### config.mk
export PLATFORM = sky130hd
export DESIGN_NAME = stopwatch_ctrl
export DESIGN_NICKNAME = d
export VERILOG_FILES = /design/src/rtl/stopwatch_ctrl.sv
export SDC_FILE = /design/constraint.sdc
export NUM_CORES = 1
export LEC_CHECK = 0
export ABC_AREA = 1
export BUFFER_PORTS_ARGS = -buffer_cell sky130_fd_sc_hd__buf_4
export CORE_MARGIN = 2
export CORE_UTILIZATION = 53
export CTS_BUF_LIST = sky130_fd_sc_hd__clkbuf_4 sky130_fd_sc_hd__clkbuf_8 sky130_fd_sc_hd__clkbuf_16
export DETAILED_ROUTE_END_ITERATION = 10
export GPL_TIMING_DRIVEN = 0
export MAX_ROUTING_LAYER = met4
export PLACE_DENSITY = 0.74
export SLEW_MARGIN = 15
export SYNTH_ARGS = -nofsm -noshare
export SYNTH_HDL_FRONTEND = slang
export SYNTH_SLANG_ARGS = --single-unit
### constraint.sdc
create_clock -name CLK -period 1.6 [get_ports CLK]
set_input_delay 0.16 -clock CLK [delete_from_list [all_inputs] [get_ports CLK]]
set_output_delay 0.16 -clock CLK [all_outputs]
set_load 0.01 [all_outputs]
### src/rtl/stopwatch_ctrl.sv
`default_nettype none
// +----------------------------------------------------------------------------+
// | Module      : stopwatch_ctrl                                               |
// | Description : Button conditioning, IDLE/RUN/PAUSE sequencer, count-tick    |
// |               prescaler and lap-hold timer for the stopwatch datapath.     |
// |               Define STOPWATCH_CTRL_DEBOUNCE_EN to include the debouncers. |
// | Revision    : 1.0 - initial release                                        |
// +----------------------------------------------------------------------------+
module stopwatch_ctrl #(
    parameter int TICK_DIV        = 120000,
    parameter int DEBOUNCE_CYCLES = 12000,
    parameter int LAP_HOLD_TICKS  = 200
) (
    input  logic       CLK,
    input  logic       RST_N,
    input  logic       btn_start,
    input  logic       btn_stop,
    input  logic       btn_lap,
    input  logic       btn_clear,
    output logic       tick,
    output logic       count_en,
    output logic       count_clr,
    output logic       lap_capture,
    output logic       show_lap,
    output logic [1:0] state
);
    localparam int c_PW = (TICK_DIV > 1) ? $clog2(TICK_DIV) : 1;
    localparam int c_LW = $clog2(LAP_HOLD_TICKS + 1);
    localparam logic [c_PW-1:0] c_PRESC_MAX = c_PW'(TICK_DIV - 1);
    localparam logic [c_LW-1:0] c_LAP_LOAD  = c_LW'(LAP_HOLD_TICKS);

    typedef enum logic [1:0] {
        S_IDLE  = 2'b00,
        S_RUN   = 2'b01,
        S_PAUSE = 2'b10
    } state_t;

    // Button bit order: 0 start, 1 stop, 2 lap, 3 clear
    logic [3:0] w_btn_raw;
    logic [3:0] sync1_q;
    logic [3:0] sync2_q;
    logic [3:0] w_level;
    logic [3:0] prev_q;
    logic [3:0] armed_q;
    logic [3:0] evt_q;

    assign w_btn_raw = {btn_clear, btn_lap, btn_stop, btn_start};

    always_ff @(posedge CLK) begin
        sync1_q <= w_btn_raw;
        sync2_q <= sync1_q;
    end

`ifdef STOPWATCH_CTRL_DEBOUNCE_EN
    localparam int c_DW = (DEBOUNCE_CYCLES > 1) ? $clog2(DEBOUNCE_CYCLES) : 1;
    localparam logic [c_DW-1:0] c_DB_LAST = c_DW'(DEBOUNCE_CYCLES - 1);

    for (genvar i = 0; i < 4; i++) begin : g_debounce
        logic [c_DW-1:0] cnt_q;
        logic            lvl_q;

        always_ff @(posedge CLK) begin
            if (!RST_N) begin
                cnt_q <= '0;
                lvl_q <= 1'b0;
            end else if (sync2_q[i] == lvl_q) begin
                cnt_q <= '0;
            end else if (cnt_q == c_DB_LAST) begin
                cnt_q <= '0;
                lvl_q <= sync2_q[i];
            end else begin
                cnt_q <= cnt_q + c_DW'(1);
            end
        end

        assign w_level[i] = lvl_q;
    end
`else
    assign w_level = sync2_q;
`endif

    // A button only generates presses once it has been seen released since
    // reset, so a button held through reset stays silent until re-pressed.
    always_ff @(posedge CLK) begin
        if (!RST_N) begin
            prev_q  <= '0;
            armed_q <= '0;
            evt_q   <= '0;
        end else begin
            prev_q  <= w_level;
            armed_q <= armed_q | ~sync2_q;
            evt_q   <= w_level & ~prev_q & armed_q;
        end
    end

    logic w_clr_ev;
    logic w_stop_ev;
    logic w_start_ev;
    logic w_lap_ev;

    assign w_clr_ev   = evt_q[3];
    assign w_stop_ev  = evt_q[1] & ~evt_q[3];
    assign w_start_ev = evt_q[0] & ~evt_q[1] & ~evt_q[3];
    assign w_lap_ev   = evt_q[2] & ~evt_q[0] & ~evt_q[1] & ~evt_q[3];

    state_t            state_q;
    state_t            state_d;
    logic              w_restart;
    logic [c_PW-1:0]   presc_q;
    logic [c_PW-1:0]   presc_d;
    logic              w_wrap;
    logic              tick_d;
    logic [c_LW-1:0]   lap_q;
    logic [c_LW-1:0]   lap_d;
    logic              w_lap_take;
    logic              tick_q;
    logic              count_en_q;
    logic              count_clr_q;
    logic              lap_capture_q;
    logic              show_lap_q;

    always_comb begin
        state_d   = state_q;
        w_restart = 1'b0;
        if (w_clr_ev) begin
            state_d = S_IDLE;
        end else begin
            case (state_q)
                S_IDLE: begin
                    if (w_start_ev) begin
                        state_d   = S_RUN;
                        w_restart = 1'b1;
                    end
                end
                S_RUN: begin
                    if (w_stop_ev) state_d = S_PAUSE;
                end
                S_PAUSE: begin
                    if (w_start_ev) begin
                        state_d   = S_RUN;
                        w_restart = 1'b1;
                    end
                end
                default: state_d = S_IDLE;
            endcase
        end
    end

    // Entering RUN realigns the prescaler so the first count lands a full period later
    always_comb begin
        w_wrap     = (presc_q == c_PRESC_MAX);
        presc_d    = presc_q + c_PW'(1);
        if (w_restart || w_wrap) presc_d = '0;
        tick_d     = w_wrap & ~w_restart;
        w_lap_take = w_lap_ev & (state_q != S_IDLE);
        lap_d      = lap_q;
        if (w_clr_ev) begin
            lap_d = '0;
        end else if (w_lap_take) begin
            lap_d = c_LAP_LOAD;
        end else if (tick_d && (lap_q != '0)) begin
            lap_d = lap_q - c_LW'(1);
        end
    end

    always_ff @(posedge CLK) begin
        if (!RST_N) begin
            state_q       <= S_IDLE;
            presc_q       <= '0;
            lap_q         <= '0;
            tick_q        <= 1'b0;
            count_en_q    <= 1'b0;
            count_clr_q   <= 1'b0;
            lap_capture_q <= 1'b0;
            show_lap_q    <= 1'b0;
        end else begin
            state_q       <= state_d;
            presc_q       <= presc_d;
            lap_q         <= lap_d;
            tick_q        <= tick_d;
            count_en_q    <= tick_d & (state_d == S_RUN);
            count_clr_q   <= w_clr_ev;
            lap_capture_q <= w_lap_take;
            show_lap_q    <= (lap_d != '0);
        end
    end

    assign tick        = tick_q;
    assign count_en    = count_en_q;
    assign count_clr   = count_clr_q;
    assign lap_capture = lap_capture_q;
    assign show_lap    = show_lap_q;
    assign state       = state_q;

endmodule
`default_nettype wire

==> impl_metrics.csv, run 1 <==
group,metric,value,unit
run_status,outcome,"finished with violations",
run_status,violations,"negative setup slack",
critical_path,crit_path_start_kind,"register",
timing,final-hold-violation-count,0,
critical_path,cpMaxStageDelayCell,"dfxtp_2",
timing,fin_crit,1.68,ns
logic_synthesis,yosys_warnings,0,
logic_synthesis,ys_ff_latch,52,
clock_network,cts.htree.levels,2,
drt,firstDrtPassIters,4,
grt,grt_start_max_net_pins,19,
job,drv_cap,0,
critical_path,path_common_cell,"nand2_1",
power,p_leak,1.25,nW
clock_network,cts_sinks,52,
logic_synthesis,yosysTopAreaCellShare,46.9,%
finish,final_cells,369,
finish,nets,327,
power,power,2.40,mW
placed_design,dp_cells,346,
grt,antenna_found_initial,0,
logic_synthesis,async_flop_share,0,%
drt,post-route-drc-count,0,
clock_network,cts_tree,"yes",
timing,rsz0062_at_grt,"yes",
clock_network,path_clk_slew,0.10,ns
die,ios,13,
logic_synthesis,synth.largest_area_cell,"dfxtp_1",
critical_path,r2r-start,"presc_q[0]",
critical_path,slowest_delay,0.36,ns
critical_path,startpoint,"presc_q[0]",
grt,grt_util_all_layers,20.3,%
logic_synthesis,synthCells,284,
clock_network,clock_latency,0.30,ns
die,initial_utilization,55.1,%
logic_synthesis,syn_area_per_cell,7.82,um2
critical_path,crit_chain,"ha_4 -> nand2_4 -> nor2_4 -> nand2_1 -> nor2_1 -> nand4_1 -> nand2_1 -> nand3_1 -> nand2_2 -> nand2_1 -> nor2_1 -> a21oi_1",
critical_path,crit_fanout,4,
placed_design,dp_hpwl,2920,um
die,die_y,68.7,um
finish,diodes,0,
die,row_count,23,
hold_path,hold_path.class,"in -> reg",
logic_synthesis,synth_area_leaders,"dfxtp_1 (47%), nand2_1 (8.8%), nor2_1 (8.1%)",
grt,grt_pass1_wl,7090,um
grt,grt_pass1_vias,1630,
timing,setup_slack,-0.0782,ns
placed_design,port_buffers,12,
critical_path,crit_buf_inv,0,
power,peakVddDrop,0.893,mV
timing,relSlewSlack,69.8,%
timing,tightestPinTransition,0.453,ns
critical_path,critPathKind,"reg -> reg",
drt,drt-initial-drc-count,155,
hold_path,holdCritStartpoint,"RST_N",
clock_network,clk_path_buf_depth,2,
die,die_w,68.7,um
timing,skew,0.00876,ns
drt,detail_route.wl_per_cell,12.1,um
drt,wl,4460,um
logic_synthesis,synthTopCellsByCount,"dfxtp_1 (52), nand2_1 (52), nor2_1 (48)",
logic_synthesis,yosysUniqueCellTypes,34,
drt,detail-route-antenna-nets,0,
critical_path,crit_required,1.79,ns
clock_network,cts_made_buffers,5,
finish,drive_gt1_share,27.9,%
timing,fmaxAchievable,0.596,GHz
logic_synthesis,syn_nets,293,
logic_synthesis,yosys_most_used_dff,"dfxtp_1",
timing,setup_viol,3,
power,p_per_area,880,nW/um2
logic_synthesis,synth-edff-count,0,
logic_synthesis,syn_area,2220,um2
logic_synthesis,seq_area_frac_synth,46.9,%
drt,via_count,1885,
timing,slew_violations,0,
die,die_area,4720,um2
critical_path,critPathTopFamily,"simple AND/OR/NAND/NOR gates",
critical_path,endpoint_kind,"register",
grt,overflow,0,
drt,viasPerCell,5.11,
placed_design,gp_congestion,0.919,
die,core_area,4030,um2
clock_network,cts-root-buf,"clkbuf_8",
finish,syn_to_final_growth,23.0,%
timing,finalCritPeriodShare,105,%
critical_path,cp.arrival,1.87,ns
[cell type report]
cell class | count | area, um2
Buffer | 3 | 22.5
Clock buffer | 5 | 68.8
Clock inverter | 3 | 50.0
Fill cell | 334 | 1300
Inverter | 40 | 150
Multi-Input combinational cell | 189 | 1100
Sequential cell | 52 | 1060
Tap cell | 50 | 62.6
Timing Repair Buffer | 27 | 216
[metal layers]
| metal | track usage [%] | up-vias | wire [um] |
|---|---|---|---|
| met3 | 4.38 | 4 | 139 |
| met2 | 33.5 | 45 | 2260 |
| li1 | - | 975 | - |
| met1 | 25.8 | 861 | 2020 |
| met4 | 4.41 | 0 | 48 |
| met5 | - | - | 0 |
[metrics by stage]
| step | utilization, % | setup TNS (ns) | setup slack, ns | instance area (um2) | hold slack, ns |
|---|---|---|---|---|---|
| after floorplan | - | 0 | 0.0280 | 2220 | 0.188 |
| after global placement | 58.9 | -0.861 | -0.111 | 2370 | 0.265 |
| after detailed placement | 58.9 | -1.12 | -0.143 | 2370 | 0.267 |
| after CTS | 64.9 | -0.134 | -0.0381 | 2620 | 0.110 |
| after global routing | 67.8 | -1.22 | -0.248 | 2730 | 0.122 |
| final | 67.8 | -0.167 | -0.0782 | 2730 | 0.115 |
[cell families after synthesis]
kind of cell / after synthesis / share of synthesized area [%]
compound gates: 18 / 4.51
flops: 52 / 46.9
simple gates: 159 / 36.0
buf+inv: 43 / 7.38
xor+xnor: 9 / 3.55
fa+ha+maj: 3 / 1.69
[registers in the layout, summed over array words and instances (netlist names)]
| signal | cells |
|---|---|
| sync1_q | 4 |
| state | 2 |
| count_en | 1 |
| lap_capture | 1 |
| sync2_q | 4 |
| presc_q | 17 |
| evt_q | 4 |
| prev_q | 4 |
| tick | 1 |
| lap_q | 8 |
| armed_q | 4 |
| count_clr | 1 |
| show_lap | 1 |
[tightest hold or removal path, stage by stage]
cell and delay (ns):
buf_4 0.12, nand2_1 0.07, inv_1 0.05
[worst paths after layout]
path	end	cells past startpoint	slack (ns)
worst min register to register	sync2_q[0]	0	0.34
worst max register to register	show_lap	12	-0.08
worst max-delay path	show_lap	12	-0.08
worst min-delay path	prev_q[1]	3	0.11
[power by group]
group          leakage [nW]  switching, mW  internal (mW)  total (mW)
clock network        0.0607          0.454          0.483       0.937
logic                 0.755         0.0634         0.0538       0.117
registers             0.430         0.0200           1.33        1.35
total                  1.25          0.538           1.87        2.40
[layout by cell type, fill, tap and decap left out, types with 5 or more instances in the layout]
| master | Yosys | final |
|---|---|---|
| nand2_1 | 52 | 47 |
| nor2_1 | 48 | 44 |
| dfxtp_1 | 52 | 42 |
| inv_1 | 24 | 23 |
| buf_4 | 0 | 23 |
| inv_2 | 16 | 17 |
| nand3_1 | 20 | 17 |
| nor3_1 | 11 | 11 |
| dfxtp_2 | 0 | 9 |
| a21oi_1 | 8 | 8 |
| nand4_1 | 8 | 8 |
| nor2_2 | 3 | 6 |
| xor2_1 | 6 | 6 |
| clkbuf_8 | 0 | 5 |
[repair_timing]
item / CTS / global route
hold endpoints to repair: 4 / 0
endpoints found under the setup margin: 14 / 22
pin swaps: 10 / 21
resized for setup: 10 / 27
buffers inserted: 6 / 5
hold buffers: 4 / 0
Power figures use the tool's default switching activity.
==> inputs of run 2 (changes only) <==
Settings changed: CORE_UTILIZATION 53 to 45, PLACE_DENSITY 0.74 to not set.
==> impl_metrics.csv, run 2 (same netlist as run 1, synthesis figures left out) <==
group,metric,value,unit
run_status,outcome,"finished with violations",
run_status,violations,"negative setup slack",
timing,slew_violations,0,
placed_design,dp_hpwl,2990,um
power,pwr-share-comb,5.0,%
timing,relSlewSlack,69.1,%
die,core_area,4750,um2
power,sw_frac_of_total,22.8,%
die,row_count,25,
power,p_leak,1.30,nW
finish,final_area,2840,um2
critical_path,crit_path_start_kind,"register",
finish,drive_gt1_share,31.5,%
drt,via_count,1868,
critical_path,critPathKind,"reg -> reg",
critical_path,critPathTopFamily,"simple AND/OR/NAND/NOR gates",
timing,fin_crit,1.62,ns
clock_network,clock_latency,0.30,ns
timing,skew,0.00616,ns
placed_design,gp_congestion,0.882,
critical_path,cpMaxStageDelayCell,"dfxtp_1",
finish,regMostFlops,"presc_q",
finish,diodes,0,
timing,fmaxAchievable,0.618,GHz
timing,rsz0062_at_grt,"yes",
job,drv_cap,0,
power,peakVddDrop,0.669,mV
grt,grt_pass1_vias,1630,
critical_path,crit_fanout,4,
clock_network,clk_path_buf_depth,2,
power,pwr-share-clk,39.3,%
critical_path,rr_worst_depth,12,
timing,tightestPinTransition,0.463,ns
timing,setup_slack,-0.0178,ns
clock_network,cts-root-buf,"clkbuf_8",
timing,final-hold-violation-count,0,
clock_network,path_clk_slew,0.10,ns
critical_path,crit_required,1.80,ns
clock_network,cts_sinks,52,
timing,tns,-0.0271,ns
drt,detail-route-antenna-nets,0,
drt,wl,4470,um
finish,final_cell_mix,"nand2_1 (47), nor2_1 (43), dfxtp_1 (41)",
power,internal-power,1.87,mW
placed_design,placedInstanceArea,2390,um2
drt,firstDrtPassIters,4,
hold_path,hold_path.class,"in -> reg",
finish,largest_register_ffs,17,
placed_design,dp_cells,363,
power,p_per_area,852,nW/um2
die,initial_utilization,46.7,%
drt,drt-initial-drc-count,106,
finish,syn_to_final_growth,27.9,%
critical_path,crit_buf_inv,1,
clock_network,cts_made_buffers,5,
critical_path,cp_num_cells,12,
die,die_w,74.3,um
finish,nets,332,
grt,grt_start_max_net_pins,19,
die,die_y,74.3,um
critical_path,cp.arrival,1.82,ns
timing,finalCritPeriodShare,101,%
placed_design,port_buffers,12,
drt,detail_route.wl_per_cell,11.4,um
grt,grt_pass1_wl,7200,um
clock_network,cts_tree,"yes",
timing,setup_viol,2,
critical_path,path_common_cell,"nand2_1",
grt,grt_util_all_layers,17.4,%
finish,final_cells,391,
critical_path,endpoint_kind,"register",
grt,antenna_found_initial,0,
drt,viasPerCell,4.78,
die,die_area,5510,um2
power,p_switching,0.551,mW
grt,overflow,0,
finish,final_common_cell,"nand2_1",
critical_path,slowest_delay,0.37,ns
clock_network,cts.htree.levels,2,
finish,top_regs,"presc_q (17), lap_q (8)",
finish,nFillCells,463,
hold_path,holdPathStages,3,
drt,post-route-drc-count,0,
die,ios,13,
critical_path,crit_chain,"inv_2 -> nand2_1 -> nor2_2 -> nand2_1 -> nor2_1 -> nand4_1 -> nand2_1 -> nand3_2 -> nand2_2 -> nand2_1 -> nor2_1 -> a21oi_1",
power,pwr-share-seq,55.7,%
==> run 2: final timing paths <==
| kind | end | slack, ns | startpoint |
|---|---|---|---|
| min | count_clr | 0.09 | RST_N |
| min reg2reg | sync2_q[3] | 0.34 | sync1_q[3] |
| max | show_lap | -0.02 | presc_q[11] |
| max reg2reg | show_lap | -0.02 | presc_q[11] |
==> run 2: power by group through the flow <==
stage / registers [mW] / logic [mW] / clock network (mW)
5_1_grt: 1.35 / 0.136 / 1.03
2_1_floorplan: 1.37 / 0.0585 / 0
6_report: 1.35 / 0.120 / 0.951
3_5_place_dp: 1.38 / 0.0902 / 0
4_1_cts: 1.35 / 0.106 / 0.981
3_3_place_gp: 1.38 / 0.0893 / 0
==> run 2: cell type report <==
cell class	instances	area [um2]	area share, %
multi-input combinational	189	1140	40.3
clock inverter	3	50.0	1.76
buffer	3	26.3	0.925
inverter	40	153	5.37
clock buffer	5	68.8	2.42
sequential	52	1060	37.3
tap	67	83.8	2.95
timing repair buffer	32	254	8.94
==> run 2: worst register-to-register path, stage by stage, from the launching register on <==
cell	delay, ns
dfxtp_1	0.37
inv_2	0.11
nand2_1	0.07
nor2_2	0.16
nand2_1	0.06
nor2_1	0.10
nand4_1	0.17
nand2_1	0.13
nand3_2	0.07
nand2_2	0.08
nand2_1	0.06
nor2_1	0.08
a21oi_1	0.06
==> run 2: what timing repair did <==
item / CTS / global route
buffers inserted: 6 / 10
hold endpoints to repair: 4 / 0
gates resized for setup: 11 / 41
pin swaps: 9 / 23
hold buffers: 4 / 0
endpoints found under the setup margin: 15 / 24
==> run 2: metrics by stage <==
step	util, %	total power, mW	hold WS (ns)	setup WS, ns
2_1_floorplan	-	1.43	0.188	0.0280
3_3_place_gp	50.4	1.46	0.265	-0.133
3_5_place_dp	50.4	1.47	0.266	-0.136
4_1_cts	55.5	2.44	0.0927	-0.0491
5_1_grt	59.7	2.52	0.118	-0.163
6_report	59.7	2.42	0.0937	-0.0178
==> run 2: per-layer routing <==
layer | up-vias | part of all wire [%] | GRT usage, %
met5 | - | 0 | -
met4 | 0 | 1.4 | 5.56
met3 | 4 | 3.2 | 3.79
met2 | 29 | 47 | 26.6
met1 | 848 | 48 | 23.0
li1 | 987 | - | -
